**config.mk**
```make
export PLATFORM = sky130hd
export DESIGN_NAME = fixed_point_mac_acc_flat
export DESIGN_NICKNAME = d
export VERILOG_FILES = /design/src/rtl/fixed_point_pkg.sv /design/src/rtl/fixed_point_mac_acc_if.sv /design/src/rtl/fixed_point_mac_acc_zoom.sv /design/src/rtl/fixed_point_mac_acc.sv /design/src/flat_wrapper.sv
export SDC_FILE = /design/constraint.sdc
export NUM_CORES = 1
export LEC_CHECK = 0
export BUFFER_PORTS_ARGS = -buffer_cell sky130_fd_sc_hd__buf_2
export CAP_MARGIN = 10
export CORE_ASPECT_RATIO = 1.25
export CORE_MARGIN = 5
export CORE_UTILIZATION = 55
export DETAILED_ROUTE_END_ITERATION = 10
export PLACE_DENSITY = 0.72
export SKIP_LAST_GASP = 1
export SLEW_MARGIN = 25
export SYNTH_ARGS = -nofsm -noshare
export SYNTH_HDL_FRONTEND = slang
export SYNTH_SLANG_ARGS = --single-unit
```
**constraint.sdc**
```tcl
create_clock -name clk -period 10.35 [get_ports clk]
set_clock_uncertainty 0.2 [all_clocks]
set_input_delay 2.07 -clock clk [delete_from_list [all_inputs] [get_ports clk]]
set_output_delay 2.07 -clock clk [all_outputs]
set_load 0.03 [all_outputs]
```
**src/rtl/fixed_point_pkg.sv**
```systemverilog
// Shared constants and helpers for the fixed-point multiply-accumulate pipeline.
// Widths derive from the operand format; the saturating add works on a wide
// carrier and clamps to any accumulator width up to SAT_W-1 bits.
package fixed_point_pkg;

  localparam int DEF_WII   = 8;
  localparam int DEF_WIF   = 8;
  localparam int DEF_WOI   = 8;
  localparam int DEF_WOF   = 8;
  localparam int DEF_GUARD = 4;

  // Carrier width for sat_add; accumulators must stay narrower than this so the
  // raw sum of two in-range values can never wrap inside the carrier.
  localparam int SAT_W = 64;

  function automatic int prod_width(input int wii, input int wif);
    return 2 * (wii + wif);
  endfunction

  function automatic int acc_width(input int wii, input int wif, input int guard);
    return 2 * (wii + wif) + guard;
  endfunction

  // Largest positive value representable in a w-bit two's complement word.
  function automatic logic signed [SAT_W-1:0] acc_max(input int w);
    return $signed((SAT_W'(1) << (w - 1)) - SAT_W'(1));
  endfunction

  // Most negative value representable in a w-bit two's complement word.
  function automatic logic signed [SAT_W-1:0] acc_min(input int w);
    return ~acc_max(w);
  endfunction

  localparam int PROD_W = prod_width(DEF_WII, DEF_WIF);
  localparam int ACC_W  = acc_width(DEF_WII, DEF_WIF, DEF_GUARD);
  localparam logic signed [SAT_W-1:0] ACC_MAX = acc_max(ACC_W);
  localparam logic signed [SAT_W-1:0] ACC_MIN = acc_min(ACC_W);

  // Signed add of two w-bit values (sign-extended into the carrier), clamped to
  // the w-bit range instead of wrapping.
  function automatic logic signed [SAT_W-1:0] sat_add(
    input logic signed [SAT_W-1:0] a,
    input logic signed [SAT_W-1:0] b,
    input int                      w
  );
    logic signed [SAT_W-1:0] sum;
    sum = a + b;
    if (sum > acc_max(w)) return acc_max(w);
    if (sum < acc_min(w)) return acc_min(w);
    return sum;
  endfunction

endpackage

```
**src/rtl/fixed_point_mac_acc_if.sv**
```systemverilog
// Valid-only operand stream in, frame result out, for fixed_point_mac_acc.
interface fixed_point_mac_acc_if #(
  parameter int WII = 8,
  parameter int WIF = 8,
  parameter int WOI = 8,
  parameter int WOF = 8
);
  logic                 i_valid;
  logic                 i_last;
  logic [WII+WIF-1:0]   i_x;
  logic [WII+WIF-1:0]   i_y;
  logic                 o_valid;
  logic [WOI+WOF-1:0]   o_sum;
  logic                 o_upflow;
  logic                 o_downflow;

  // Producer side: drives operands, observes frame results.
  modport master (
    output i_valid, i_last, i_x, i_y,
    input  o_valid, o_sum, o_upflow, o_downflow
  );

  // MAC side.
  modport slave (
    input  i_valid, i_last, i_x, i_y,
    output o_valid, o_sum, o_upflow, o_downflow
  );
endinterface

```
**src/rtl/fixed_point_mac_acc_zoom.sv**
```systemverilog
// comb_FixedPointZoom: combinational signed WII.WIF -> WOI.WOF format conversion.
// Fraction is widened with zeros or narrowed by truncation toward -inf, or by
// round half-up when ROUND is set. Integer overflow raises o_upflow/o_downflow;
// with ROOF set the result clamps, otherwise the low output bits pass through.
module comb_FixedPointZoom #(
  parameter int WII   = 8,
  parameter int WIF   = 8,
  parameter int WOI   = 8,
  parameter int WOF   = 8,
  parameter int ROOF  = 1,
  parameter int ROUND = 1
) (
  input  logic [WII+WIF-1:0] i_data,
  output logic [WOI+WOF-1:0] o_data,
  output logic               o_upflow,
  output logic               o_downflow
);
  localparam int IW = WII + WIF;
  localparam int OW = WOI + WOF;
  // Input integer bits, output fraction bits, plus one for a rounding carry.
  localparam int AW = WII + WOF + 1;
  localparam int CW = ((AW > OW) ? AW : OW) + 1;

  localparam logic signed [CW-1:0] OMAX = {{(CW-OW+1){1'b0}}, {(OW-1){1'b1}}};
  localparam logic signed [CW-1:0] OMIN = {{(CW-OW+1){1'b1}}, {(OW-1){1'b0}}};

  logic signed [AW-1:0] aligned;
  logic signed [CW-1:0] wide;
  logic                 up;
  logic                 dn;

  generate
    if (WOF >= WIF) begin : g_widen
      assign aligned = AW'($signed({i_data[IW-1], i_data})) <<< (WOF - WIF);
    end else begin : g_narrow
      localparam int DROP = WIF - WOF;
      localparam logic [IW:0] HALF = (ROUND != 0) ? ((IW+1)'(1) << (DROP - 1)) : '0;
      logic signed [IW:0] biased;
      assign biased  = $signed({i_data[IW-1], i_data}) + $signed(HALF);
      assign aligned = AW'(biased >>> DROP);
    end
  endgenerate

  assign wide = CW'(aligned);

  // Range check against the output format, then clamp or pass the low bits.
  always_comb begin
    // NOTE: every output gets a default before any branch so no latch is inferred.
    up     = (wide > OMAX);
    dn     = (wide < OMIN);
    o_data = wide[OW-1:0];
    if (ROOF != 0 && up)      o_data = {1'b0, {(OW-1){1'b1}}};
    else if (ROOF != 0 && dn) o_data = {1'b1, {(OW-1){1'b0}}};
  end

  assign o_upflow   = up;
  assign o_downflow = dn;
endmodule

```
**src/rtl/fixed_point_mac_acc.sv**
```systemverilog
// Three-stage signed fixed-point MAC: multiply, saturating frame accumulate,
// then format conversion of the frame sum. One pair per cycle, no backpressure,
// frames delimited by i_last, result pulse three cycles after the last pair.
module fixed_point_mac_acc
  import fixed_point_pkg::*;
#(
  parameter int WII   = DEF_WII,
  parameter int WIF   = DEF_WIF,
  parameter int WOI   = DEF_WOI,
  parameter int WOF   = DEF_WOF,
  parameter int GUARD = DEF_GUARD,
  parameter int ROOF  = 1,
  parameter int ROUND = 1
) (
  input logic                  clk,
  input logic                  rstn,
  fixed_point_mac_acc_if.slave bus
);
  localparam int PW = prod_width(WII, WIF);
  localparam int AW = acc_width(WII, WIF, GUARD);
  localparam int OW = WOI + WOF;

  logic                 s1_valid;
  logic                 s1_last;
  logic signed [PW-1:0] s1_prod;
  logic                 first_flag;
  logic                 s2_done;
  logic signed [AW-1:0] acc;
  logic signed [AW-1:0] acc_next;
  logic [OW-1:0]        zoom_sum;
  logic                 zoom_up;
  logic                 zoom_dn;

  // Stage 1 control: sample valid and frame end (last only counts with valid).
  always_ff @(posedge clk or negedge rstn) begin
    // NOTE: registered state is assigned with <= so every flop samples pre-edge values.
    if (!rstn) begin
      s1_valid <= 1'b0;
      s1_last  <= 1'b0;
    end else begin
      s1_valid <= bus.i_valid;
      s1_last  <= bus.i_valid & bus.i_last;
    end
  end

  // Stage 1 datapath: exact signed product in 2WII.2WIF.
  always_ff @(posedge clk) begin
    // NOTE: datapath registers have no reset; each consumer is gated by a valid that does.
    if (bus.i_valid) s1_prod <= $signed(bus.i_x) * $signed(bus.i_y);
  end

  // Next accumulator: restart from the product on a frame's first sample,
  // otherwise add with clamping so a long frame pins instead of wrapping.
  always_comb begin
    acc_next = AW'(s1_prod);
    if (!first_flag) acc_next = AW'(sat_add(SAT_W'(acc), SAT_W'(s1_prod), AW));
  end

  // Stage 2 control: track frame start and flag a completed frame sum.
  always_ff @(posedge clk or negedge rstn) begin
    if (!rstn) begin
      first_flag <= 1'b1;
      s2_done    <= 1'b0;
    end else begin
      s2_done <= s1_last;
      if (s1_valid) first_flag <= s1_last;
    end
  end

  // Stage 2 datapath: accumulator holds across idle gaps.
  always_ff @(posedge clk) begin
    if (s1_valid) acc <= acc_next;
  end

  comb_FixedPointZoom #(
    .WII  (2 * WII + GUARD),
    .WIF  (2 * WIF),
    .WOI  (WOI),
    .WOF  (WOF),
    .ROOF (ROOF),
    .ROUND(ROUND)
  ) u_zoom (
    .i_data    (acc),
    .o_data    (zoom_sum),
    .o_upflow  (zoom_up),
    .o_downflow(zoom_dn)
  );

  // Stage 3: register the converted frame sum and pulse o_valid; hold otherwise.
  always_ff @(posedge clk or negedge rstn) begin
    if (!rstn) begin
      bus.o_valid    <= 1'b0;
      bus.o_sum      <= '0;
      bus.o_upflow   <= 1'b0;
      bus.o_downflow <= 1'b0;
    end else begin
      bus.o_valid <= s2_done;
      if (s2_done) begin
        bus.o_sum      <= zoom_sum;
        bus.o_upflow   <= zoom_up;
        bus.o_downflow <= zoom_dn;
      end
    end
  end
endmodule

```
**src/flat_wrapper.sv**
```systemverilog
// flat-port wrapper written by rule: the top's interface ports become plain ports
module fixed_point_mac_acc_flat import fixed_point_pkg::*;
#(
  parameter int WII   = DEF_WII,
  parameter int WIF   = DEF_WIF,
  parameter int WOI   = DEF_WOI,
  parameter int WOF   = DEF_WOF,
  parameter int GUARD = DEF_GUARD,
  parameter int ROOF  = 1,
  parameter int ROUND = 1
)
  (clk, rstn, bus_i_valid, bus_i_last, bus_i_x, bus_i_y, bus_o_valid, bus_o_sum, bus_o_upflow, bus_o_downflow);
  fixed_point_mac_acc_if #(.WII(WII), .WIF(WIF), .WOI(WOI), .WOF(WOF)) bus_i ();
  input logic clk;
  input logic rstn;
  input wire logic [$bits(bus_i.i_valid)-1:0] bus_i_valid;
  input wire logic [$bits(bus_i.i_last)-1:0] bus_i_last;
  input wire logic [$bits(bus_i.i_x)-1:0] bus_i_x;
  input wire logic [$bits(bus_i.i_y)-1:0] bus_i_y;
  output wire logic [$bits(bus_i.o_valid)-1:0] bus_o_valid;
  output wire logic [$bits(bus_i.o_sum)-1:0] bus_o_sum;
  output wire logic [$bits(bus_i.o_upflow)-1:0] bus_o_upflow;
  output wire logic [$bits(bus_i.o_downflow)-1:0] bus_o_downflow;
  assign bus_i.i_valid = bus_i_valid;
  assign bus_i.i_last = bus_i_last;
  assign bus_i.i_x = bus_i_x;
  assign bus_i.i_y = bus_i_y;
  assign bus_o_valid = bus_i.o_valid;
  assign bus_o_sum = bus_i.o_sum;
  assign bus_o_upflow = bus_i.o_upflow;
  assign bus_o_downflow = bus_i.o_downflow;
  fixed_point_mac_acc #(.WII(WII), .WIF(WIF), .WOI(WOI), .WOF(WOF), .GUARD(GUARD), .ROOF(ROOF), .ROUND(ROUND)) u_core (.clk(clk), .rstn(rstn), .bus(bus_i));
endmodule
```
# Yosys cells after proc, flatten, opt, wreduce, memory -nomap -nowiden
# Index checks and enable logic that the tools add are counted.
# op_classes
n_addsub,2
mul,1
magnitude_cmp,4
n_mux,12
bitwise_logic,1
# ops
cell,count
36-bit two-way mux,5
36-bit by 32-bit adder with 37-bit output,1
"36-bit by 9-bit adder with 37-bit output, second input constant",1
"37-bit by 36-bit > comparator with 1-bit output, second input constant",1
"37-bit by 36-bit less-than comparator with 1-bit output, second input constant",1
16-bit by 16-bit multiplier with 32-bit output,1
16-bit two-way mux,2
"29-bit by 16-bit > comparator with 1-bit output, second input constant",1
"29-bit by 16-bit less-than comparator with 1-bit output, second input constant",1
1-bit two-way mux,5
1-bit AND,1
# totals
register_bits,91
inputBits,36
out_inout_bits,19

# Depth between registers and ports, before layout
# Gate-level depths: netlist of the first run.
# logic_depth
ltp_word,9
depth_mapped,24

# Hierarchy
# From an unflattened synthesis of the first run, not the netlist that was laid out.
# unflattened
hier_cells,1758
hier_area_um2,16383.2
# modules_own_cells
module,n_inst,cells_each,area_each_um2,seq_area_each_um2
fixed_point_mac_acc,1,1602,15300.9,2618.8
comb_FixedPointZoom,1,156,1082.3,0.0

# Worst setup path before layout of the first run
# No wires, ideal clock.
# synth_path
path_type,input to register
startpoint,input port bus_i_x[15]
endpoint,"register u_core.s1_prod[28], data pin"
arrival_ns,8.154
t_required_ns,9.955
setup_slack_ns,1.801
path_stages,22
n_path_buf,1
cell_sequence,clkbuf_1 > and2_1 > fa_1 > inv_1 > fa_1 > inv_1 > fa_1 > fa_1 > fa_1 > inv_1 > fa_1 > inv_1 > ha_1 > and2_1 > and3_1 > a221oi_1 > nor2b_1 > a41oi_1 > a31oi_1 > o31ai_1 > or4b_2 > o311ai_0
# synth_via
elab_chain_len,1
# synth_lines
element,line_no,text
"start, declared",flat_wrapper.sv:18,input wire logic [$bits(bus_i.i_x)-1:0] bus_i_x;
16-bit by 16-bit multiplier with 32-bit output,fixed_point_mac_acc.sv:49,if (bus.i_valid) s1_prod <= $signed(bus.i_x) * $signed(bus.i_y);
"end signal, assigned",fixed_point_mac_acc.sv:49,
"end, declared",fixed_point_mac_acc.sv:25,logic signed [PW-1:0] s1_prod;
# No other way between the ends.
# A chain may end at the register's enable or synchronous reset.

# Worst setup path in the final report of the first run
# layout_path
startpoint,input port bus_i_y[15]
endpoint,"register u_core.s1_prod[28], data pin"
# layout_via
elab_chain_len,1
# layout_lines
element,line_no,text
"start, declared",flat_wrapper.sv:19,input wire logic [$bits(bus_i.i_y)-1:0] bus_i_y;
16-bit by 16-bit multiplier with 32-bit output,fixed_point_mac_acc.sv:49,
# No other way between the ends.

==> results of run 1 <==
[logic make-up (layout without fill, tap and decap cells)]
family | Yosys count | after routing | synth area share
simple gates | 497 | 497 | 0.157
xor+xnor | 71 | 71 | 0.0388
fa+ha+maj | 382 | 382 | 0.421
flops | 91 | 91 | 0.163
mux | 5 | 5 | 0.00336
compound gates | 291 | 291 | 0.120
buf+inv | 405 | 423 | 0.0956
[flip-flops by register name, indices dropped and copies added (netlist names)]
register and flops:
u_core.first_flag 1, u_core.bus.o_upflow 1, u_core.bus.o_sum 16, u_core.acc 36
u_core.bus.o_valid 1, u_core.s2_done 1, u_core.s1_last 1, u_core.s1_prod 32
u_core.bus.o_downflow 1, u_core.s1_valid 1
[critical path: cells and delay by family]
family / cells / cell delay (ps)
AO/OA/AOI/OAI: 5 / 1260
AND/OR/NAND/NOR: 5 / 1250
buffers and inverters: 4 / 610
adder cells (fa/ha/maj): 7 / 3500
[cell usage in the layout, fill, tap and decap left out, types with 4 or more instances in the layout]
cell type and instances:
nand2b_1 13, buf_4 6, a2111oi_0 4, xor2_1 23, dfrtp_1 22, a21oi_1 88
inv_1 347, ha_1 119, nand4_1 8, fa_1 263, o21ai_0 52, o21bai_1 6
clkbuf_16 9, nor3_1 21, nand3_1 24, or3_1 9, o21a_1 10, a31oi_1 8
o21ai_2 10, o221ai_1 13, edfxtp_1 68, buf_2 54, nor2_1 55, and3_1 13
nand2_1 173, a21o_1 29, clkbuf_1 4, a211o_1 4, nor2b_1 28, o2111ai_1 4
and2_1 135, a211oi_1 9, o211ai_1 8, xnor2_1 48
[through the flow]
stage                     hold WS, ps  std cells  worst slack [ps]  cell area (um2)
after floorplan                   149       1742              1800            16000
after global placement            162       2140              1490            16600
after detailed placement          184       2140              1270            16600
after CTS                         193       2156              1650            16900
after global routing              206       2156              1210            16900
final                             194       2156              1580            16900
[cell usage after synthesis (28+ instances only)]
cell type  number
o21ai_0        53
nor2_1         55
nor2b_1        28
xnor2_1        48
a21oi_1        88
ha_1          119
fa_1          263
a21o_1         29
edfxtp_1       68
clkbuf_1       52
nand2_1       173
and2_1        135
inv_1         347
[routing by layer]
metal | part of all wire | wire length [um] | global-route usage
met1 | 0.43 | 15200 | 0.299
met2 | 0.51 | 17900 | 0.401
met3 | 0.051 | 1810 | 0.0232
met4 | 0.013 | 444 | 0.0467
met5 | 0 | 0 | 0
[final timing paths]
kind / start / endpoint / cells past startpoint
max: bus_i_y[15] / u_core.s1_prod[28]$_DFFE_PP_ / 21
min: u_core.s1_last$_DFF_PN0_ / u_core.s2_done$_DFF_PN0_ / 0
max reg2reg: u_core.s1_prod[4]$_DFFE_PP_ / u_core.acc[0]$_DFFE_PP_ / 11
min reg2reg: u_core.s1_last$_DFF_PN0_ / u_core.s2_done$_DFF_PN0_ / 0
max in group asynchronous: rstn / u_core.first_flag$_DFFE_PN1P_ / 1
min in group asynchronous: rstn / u_core.bus.o_sum[2]$_DFFE_PN0P_ / 1
[area by class of cell]
cell class,count,area [um2]
Fill cell,2599,12100
Clock buffer,13,240
Timing Repair Buffer,60,315
Tap cell,396,495
Multi-Input combinational cell,1246,11900
Clock inverter,3,16.3
Inverter,347,1300
Sequential cell,91,2620
==> summary.txt, run 1 <==
Synth
  – FF+latch count, synth: around 90
  – Syn Nets: about 2200
  – Post-synth top area cell: fa_1
  – Avg Inst Size Synth: roughly 9.2 um2
  – Area share of the leading cell type in the synthesized netlist: 0.329
  – Number of flops mapped to enable cells by yosys: 68
  – Post-synthesis cell count: 1742
  – Ys flop type: edfxtp_1
  – Fraction of the yosys area taken by sequential cells: 0.163
  – Post-synth ARST share: 0.253
  – Synth top area cells: fa_1, edfxtp_1, ha_1
  – Netlist cell types: 74
  – Synthesis Warnings: 0
  – Synthesized cell area: between 15000 and 20000 um2

GRT
  – Vias in the first global route: roughly 12000
  – Total GRT Usage: 0.225
  – Total grt overflow: 0
  – Largest net degree at the start of global routing: 38
  – First-pass GRT wire length: between 60000 and 70000 um
  – Initial antenna violation count: 0

Route
  – Antenna Nets Post-Route: 0
  – Vias: between 10000 and 15000
  – Via/cell ratio: roughly 5.5
  – First-pass DRT Iterations: 4
  – DRT iter0 DRCs: 609
  – Routed WL: approximately 35000 um
  – Wire length per cell: 16.4 um
  – Drt drc: 0

Critical path
  – CP required: just over 10000 ps
  – Critical path class: input port to register
  – Crit-path max FO: 13
  – Cell Chain, Critical Path: buf_2 > inv_1 > nor2_1 > fa_1 > fa_1 > fa_1 > fa_1 > fa_1 > inv_1 > fa_1 > inv_1 > ha_1 > and2_1 > and3_1 > a221oi_1 > nor2b_1 > a41oi_1 > a31oi_1 > o31ai_1 > or4b_2 > o311ai_0
  – Worst EP arrival: a little under 9000 ps
  – Crit-path slowest cell: or4b_2
  – CP endpoint kind: register
  – Crit path launch type: input port
  – R2R setup slack: around 5600 ps
  – Cell mode on critical path: fa_1
  – Slowest cell delay on critical path: around 600 ps

CTS
  – CTS Buffer Depth: 2
  – Depth of the CTS H-tree: 3
  – Setup Buffers After CTS: 0
  – TritonCTS clock tree: yes
  – Clock sink count: between 90 and 100
  – Post-cts resize count: 0
  – Hold_buf cts: 0
  – CTS Root Cell: clkbuf_16
  – CTS buffer count: 9
  – Skew-Pair Late Insertion Delay: between 300 and 400 ps
  – Clock transition at the registers of the reported paths: roughly 60 ps

Timing
  – Final Setup Violations: 0
  – Final Hold Viols: 0
  – Final Cycle Share: 0.847
  – RSZ-0062 raised after global routing: no
  – Final-report max-slew violation count: 0
  – Post-route minimum period: 8770 ps
  – Achievable Freq: ~110 MHz
  – Worst-Margin Slew: around 860 ps
  – Slew HR: 0.424
  – Setup_tns: 0 ps

Placement
  – Gpl congestion: between 0.9 and 1
  – IO buf count: 54
  – Post-detail-place hpwl: 28800 um

Floorplan
  – Rows: 70
  – Boundary Pins: 55
  – Core region area: approximately 29000 um2
  – Total die area: 32700 um2
  – Die X-Extent: 163 um
  – Initial Util: 0.553
  – Die Ht: between 200 and 250 um

Final layout
  – Layout Area Growth over Synthesis: 5.22%
  – Final core occ: 0.582
  – # nets final: 2173
  – N_diodes: 0
  – Share of post-route cells with drive strength above 1: 0.0568

Min path
  – Worst hold path type: register to register

Run
  – Max-Cap Viols: 0

Status
  – Run status: finished clean
Power of run 1 is left out: the tool's default activity adds up to more than one toggle a clock period on the data nets, which glitch-free logic cannot reach.
==> run 2: changes to the inputs <==
==> constraint.sdc (replaced) <==
create_clock -name clk -period 9 [get_ports clk]
set_clock_uncertainty 0.2 [all_clocks]
set_input_delay 1.8 -clock clk [delete_from_list [all_inputs] [get_ports clk]]
set_output_delay 1.8 -clock clk [all_outputs]
set_load 0.03 [all_outputs]
==> summary.txt, run 2 (synthesis results as in run 1) <==
GRT
  – Initial antenna violation count: 0 (unchanged)
  – First-pass GRT wire length: 60800 um (+0.95%)
  – Total grt overflow: 0 (unchanged)
  – Total GRT Usage: 0.227 (+0.00188)
  – Largest net degree at the start of global routing: 38 (unchanged)
  – Vias in the first global route: 12574 (+1.4%)

CTS
  – CTS Root Cell: clkbuf_16
  – Clock sink count: 91 (unchanged)
  – Depth of the CTS H-tree: 3 (unchanged)
  – CTS buffer count: 9 (unchanged)
  – Skew-Pair Late Insertion Delay: 350 ps (about the same)
  – CTS Buffer Depth: 2 (unchanged)
  – Setup Buffers After CTS: 0 (unchanged)
  – Clock transition at the registers of the reported paths: 70 ps (about the same)
  – TritonCTS clock tree: yes
  – Hold_buf cts: 0 (unchanged)
  – Post-cts resize count: 0 (unchanged)

Final layout
  – Most flop-heavy register: u_core.acc
  – N_diodes: 0 (unchanged)
  – Share of post-route cells with drive strength above 1: 0.0611 (+0.00430)
  – Most frequent cells in the layout: inv_1, fa_1, nand2_1, and2_1, ha_1
  – Largest registers: u_core.acc x36, u_core.s1_prod x32, u_core.bus.o_sum x16
  – # nets final: 2180 (+0.32%)
  – Max reg flops: 36 (unchanged)
  – Commonest non-fill, non-tap cell in the layout: inv_1
  – Layout Area Growth over Synthesis: 5.75%
  – Final core occ: 0.585 (+0.00289)

Floorplan
  – Rows: 70 (unchanged)
  – Die Ht: 201 um (unchanged)
  – Die X-Extent: 163 um (unchanged)
  – Initial Util: 0.553 (unchanged)
  – Boundary Pins: 55 (unchanged)
  – Total die area: 32700 um2 (unchanged)
  – Core region area: 29000 um2 (unchanged)

Timing
  – Worst-Margin Slew: 847 ps (-16.4 ps)
  – Final Hold Viols: 0 (unchanged)
  – Final Cycle Share: 0.932
  – Setup_tns: 0 ps (unchanged)
  – Post-route minimum period: about 8400 ps
  – Slew HR: 0.435 (+0.0109)
  – Achievable Freq: about 120 MHz
  – Final Setup Violations: 0 (unchanged)
  – Final-report max-slew violation count: 0 (unchanged)
  – RSZ-0062 raised after global routing: no

Placement
  – Gpl congestion: 0.964 (+5.1%)
  – Post-detail-place hpwl: 29100 um (+1.1%)
  – IO buf count: 54 (unchanged)

Route
  – Via/cell ratio: 5.47 (about the same)
  – Uppermost routed layer: met4
  – First-pass DRT Iterations: 5 (+1)
  – Met3 routed WL: 1770 um (-2.1%)
  – Routed WL: 35500 um (+0.18%)
  – WL met1: 15000 um (-1.2%)
  – Wire length per cell: 16.4 um (-0.14%)
  – Vias: 11826 (+0.36%)
  – Met2 WL: 17900 um (-0.32%)
  – Antenna Nets Post-Route: 0 (unchanged)
  – DRT iter0 DRCs: 587 (-3.6%)
  – Drt drc: 0 (unchanged)

Critical path
  – Worst EP arrival: 8340 ps (-360 ps)
  – R2R setup slack: 4310 ps (-1280 ps)
  – Crit path launch type: input port
  – Crit-path slowest cell: or4b_2
  – Buf/Inv on CP: 5 (+1)
  – Reg2reg start: u_core.s1_prod[4]$_DFFE_PP_
  – Critical path class: input port to register
  – Cell mode on critical path: fa_1
  – Slowest cell delay on critical path: 610 ps (about the same)
  – Number of cells on the critical path: 22 (+4.8%)
  – Cell Chain, Critical Path: buf_2 > and2_1 > fa_1 > inv_1 > fa_1 > inv_1 > fa_1 > fa_1 > fa_1 > inv_1 > fa_1 > inv_1 > ha_1 > and2_1 > and3_1 > a221oi_1 > nor2b_1 > a41oi_1 > a31oi_1 > o31ai_1 > or4b_2 > o311ai_0
  – R2R Path End: u_core.acc[0]$_DFFE_PP_
  – Delay-heaviest family, CP: adder cells
  – CP endpoint kind: register
  – Crit path from: bus_i_x[15]
  – Crit path to: u_core.s1_prod[28]$_DFFE_PP_
  – Worst r2r path cells: 11 (unchanged)
  – CP required: 8950 ps (-1330 ps)
  – Crit-path max FO: 16 (+3)

Status
  – Run status: finished clean

Min path
  – Worst hold path type: register to register

Run
  – Max-Cap Viols: 0 (unchanged)
[run 2: worst min path at each step]
stage,cells after the start,from,to
3_5_place_dp,0,u_core.s1_last$_DFF_PN0_,u_core.s2_done$_DFF_PN0_
6_report,0,u_core.s1_last$_DFF_PN0_,u_core.s2_done$_DFF_PN0_
4_1_cts,0,u_core.s1_last$_DFF_PN0_,u_core.s2_done$_DFF_PN0_
3_3_place_gp,0,u_core.s1_last$_DFF_PN0_,u_core.s2_done$_DFF_PN0_
2_1_floorplan,0,u_core.s1_last$_DFF_PN0_,u_core.s2_done$_DFF_PN0_
5_1_grt,0,u_core.s1_last$_DFF_PN0_,u_core.s2_done$_DFF_PN0_
[run 2: through the flow]
stage	cell area (um2)	hold WS (ps)	instances	setup WS, ps
2_1_floorplan	16000	149	1742	721
3_3_place_gp	16700	161	2147	470
3_5_place_dp	16700	164	2147	284
4_1_cts	16900	177	2163	657
5_1_grt	16900	187	2163	247
6_report	16900	176	2163	613
[run 2: final cells by class]
class	instances	area [um2]
Tap cell	396	495
Timing Repair Buffer	67	368
Fill cell	2546	12000
Clock inverter	4	51.3
Multi-Input combinational cell	1246	11900
Inverter	347	1300
Clock buffer	12	236
Sequential cell	91	2620
[run 2: worst reg2reg max path: stages, from the launching register on]
cell       delay, ps
edfxtp_1         400
ha_1             380
a211o_1          350
a211oi_2         280
o2111ai_1        240
a211oi_2         330
nor3_1           120
or3_1            340
a222oi_1         620
buf_4            260
or2_1            670
o21ai_0          210
[run 2: layer usage]
layer  vias to the layer above  GRT usage
li1                       5622          -
met1                      5825      0.297
met2                       325      0.401
met3                        54     0.0257
met4                         0     0.0605
met5                         -          0
Power of run 2 is left out for the same reason.
==> run 3: changes to the inputs <==
--- a/config.mk
+++ b/config.mk
@@ -12,6 +12,7 @@
 export CORE_UTILIZATION = 55
 export DETAILED_ROUTE_END_ITERATION = 10
 export PLACE_DENSITY = 0.72
+export REMOVE_ABC_BUFFERS = 1
 export SKIP_LAST_GASP = 1
 export SLEW_MARGIN = 25
 export SYNTH_ARGS = -nofsm -noshare
==> summary.txt, run 3 (synthesis results as in run 1) <==
Status
  – Run status: finished clean

Floorplan
  – Die Ht: 201 um (unchanged)
  – Boundary Pins: 55 (unchanged)
  – Rows: 70 (unchanged)
  – Core region area: 29000 um2 (unchanged)
  – Die X-Extent: 163 um (unchanged)
  – Initial Util: 0.553 (unchanged)
  – Total die area: 32700 um2 (unchanged)

CTS
  – Clock transition at the registers of the reported paths: 60 ps (about the same)
  – Skew-Pair Late Insertion Delay: 350 ps (about the same)
  – Clock sink count: 91 (unchanged)
  – Depth of the CTS H-tree: 3 (unchanged)
  – Setup Buffers After CTS: 0 (unchanged)
  – Post-cts resize count: 0 (unchanged)
  – CTS Buffer Depth: 2 (unchanged)
  – Hold_buf cts: 0 (unchanged)
  – CTS Root Cell: clkbuf_16
  – TritonCTS clock tree: yes
  – CTS buffer count: 9 (unchanged)

Route
  – Drt drc: 0 (unchanged)
  – Met3 routed WL: 1750 um (-0.96%)
  – Met2 WL: 17800 um (-0.73%)
  – Uppermost routed layer: met4
  – First-pass DRT Iterations: 5 (unchanged)
  – Routed WL: 35700 um (+0.78%)
  – Antenna Nets Post-Route: 0 (unchanged)
  – DRT iter0 DRCs: 608 (+3.6%)
  – Vias: 11788 (-0.32%)
  – WL met1: 15300 um (+1.9%)
  – Wire length per cell: 16.5 um (+0.73%)
  – Via/cell ratio: 5.45 (-0.37%)

Critical path
  – Crit-path max FO: 16 (unchanged)
  – R2R setup slack: 4190 ps (-120 ps)
  – Worst EP arrival: 8400 ps (+60 ps)
  – Critical path class: input port to register
  – CP endpoint kind: register
  – Crit path launch type: input port
  – Worst r2r path cells: 12 (+1)
  – Reg2reg start: u_core.s1_prod[0]$_DFFE_PP_
  – R2R Path End: u_core.acc[0]$_DFFE_PP_
  – CP required: 8940 ps (about the same)

Final layout
  – # nets final: 2181 (+0.046%)
  – Most frequent cells in the layout: inv_1, fa_1, nand2_1, and2_1, ha_1
  – Most flop-heavy register: u_core.acc
  – N_diodes: 0 (unchanged)
  – Share of post-route cells with drive strength above 1: 0.0611 (about the same)
  – Commonest non-fill, non-tap cell in the layout: inv_1
  – Max reg flops: 36 (unchanged)
  – Fill cells: 2592 (+1.8%)
  – Layout Area Growth over Synthesis: 5.61%
  – Largest registers: u_core.acc x36, u_core.s1_prod x32, u_core.bus.o_sum x16
  – Final instance area: 16900 um2 (-0.13%)

Timing
  – Final Setup Violations: 0 (unchanged)
  – RSZ-0062 raised after global routing: no
  – Worst-Margin Slew: 875 ps (+27.6 ps)
  – Achievable Freq: 118 MHz (-0.90%)
  – Final Cycle Share: 0.940 (+0.00844)
  – Setup_tns: 0 ps (unchanged)
  – Post-route minimum period: 8460 ps (+76.0 ps)
  – Fin worst setup slack: 537 ps (-76.0 ps)
  – Final-report max-slew violation count: 0 (unchanged)
  – Final Hold Viols: 0 (unchanged)
  – Slew HR: 0.417 (-0.0184)

GRT
  – Total grt overflow: 0 (unchanged)
  – Vias in the first global route: 12502 (-0.57%)
  – Largest net degree at the start of global routing: 38 (unchanged)
  – Initial antenna violation count: 0 (unchanged)
  – First-pass GRT wire length: 60900 um (+0.18%)
  – Total GRT Usage: 0.226 (-0.000679)

Min path
  – Hold depth: 0 (unchanged)
  – Hold Crit Start: u_core.s1_last$_DFF_PN0_
  – Hold EP: u_core.s2_done$_DFF_PN0_
  – Worst hold path type: register to register

Placement
  – Gpl congestion: 0.917 (-4.9%)
  – Post-Place Setup Slack: 237 ps (-46.7 ps)
  – Area after DPL: 16700 um2 (about the same)
  – Post-detail-place hpwl: 29200 um (+0.18%)
  – IO buf count: 54 (unchanged)

Run
  – Max-Cap Viols: 0 (unchanged)
## run 3: cell types whose count changed in the layout (fill, tap and decap cells not counted)
cell	change
clkbuf_1	+1
bufinv_16	-1
buf_4	+1
clkinv_2	+1
clkinvlp_4	-1
## run 3: worst max-delay path by stage
stage,slack [ps],to,from
after global routing,170,u_core.s1_prod[28]$_DFFE_PP_,bus_i_x[6]
after detailed placement,240,u_core.s1_prod[28]$_DFFE_PP_,bus_i_y[1]
after floorplan,900,u_core.s1_prod[28]$_DFFE_PP_,bus_i_y[3]
after CTS,610,u_core.s1_prod[28]$_DFFE_PP_,bus_i_y[1]
after global placement,450,u_core.s1_prod[28]$_DFFE_PP_,bus_i_y[1]
final,540,u_core.s1_prod[28]$_DFFE_PP_,bus_i_y[1]
## run 3: final cells by class
| class | count | area (um2) | area share |
|---|---|---|---|
| multi-input cells | 1246 | 11900 | 0.702 |
| flip-flops and latches | 91 | 2620 | 0.155 |
| inverters | 347 | 1300 | 0.0770 |
| well taps | 396 | 495 | 0.0293 |
| repair buffers | 68 | 375 | 0.0222 |
| clock buffers | 13 | 240 | 0.0142 |
| clock inverters | 3 | 18.8 | 0.00111 |
## run 3: through the flow
stage | hold WS, ps | util | cells
2_1_floorplan | 149 | - | 1684
5_1_grt | 193 | 0.584 | 2164
3_3_place_gp | 153 | 0.575 | 2148
4_1_cts | 186 | 0.584 | 2164
3_5_place_dp | 171 | 0.575 | 2148
6_report | 182 | 0.584 | 2164
## run 3: layer usage
metal | global-route usage | vias to the layer above
met5 | 0 | -
met2 | 0.394 | 333
met4 | 0.0650 | 0
li1 | - | 5630
met1 | 0.303 | 5773
met3 | 0.0187 | 52
## run 3: critical path: stages
cell and delay [ps]:
buf_2 210, nand2_1 150, inv_1 90, fa_1 530, inv_1 150, fa_1 550
inv_1 50, fa_1 510, fa_1 440, fa_1 540, inv_1 50, fa_1 520
inv_1 40, ha_1 340, and2_1 200, and3_1 240, a221oi_1 360, nor2b_1 90
a41oi_1 240, a31oi_1 230, o31ai_1 330, or4b_2 610, o311ai_0 120
Power of run 3 is left out for the same reason.
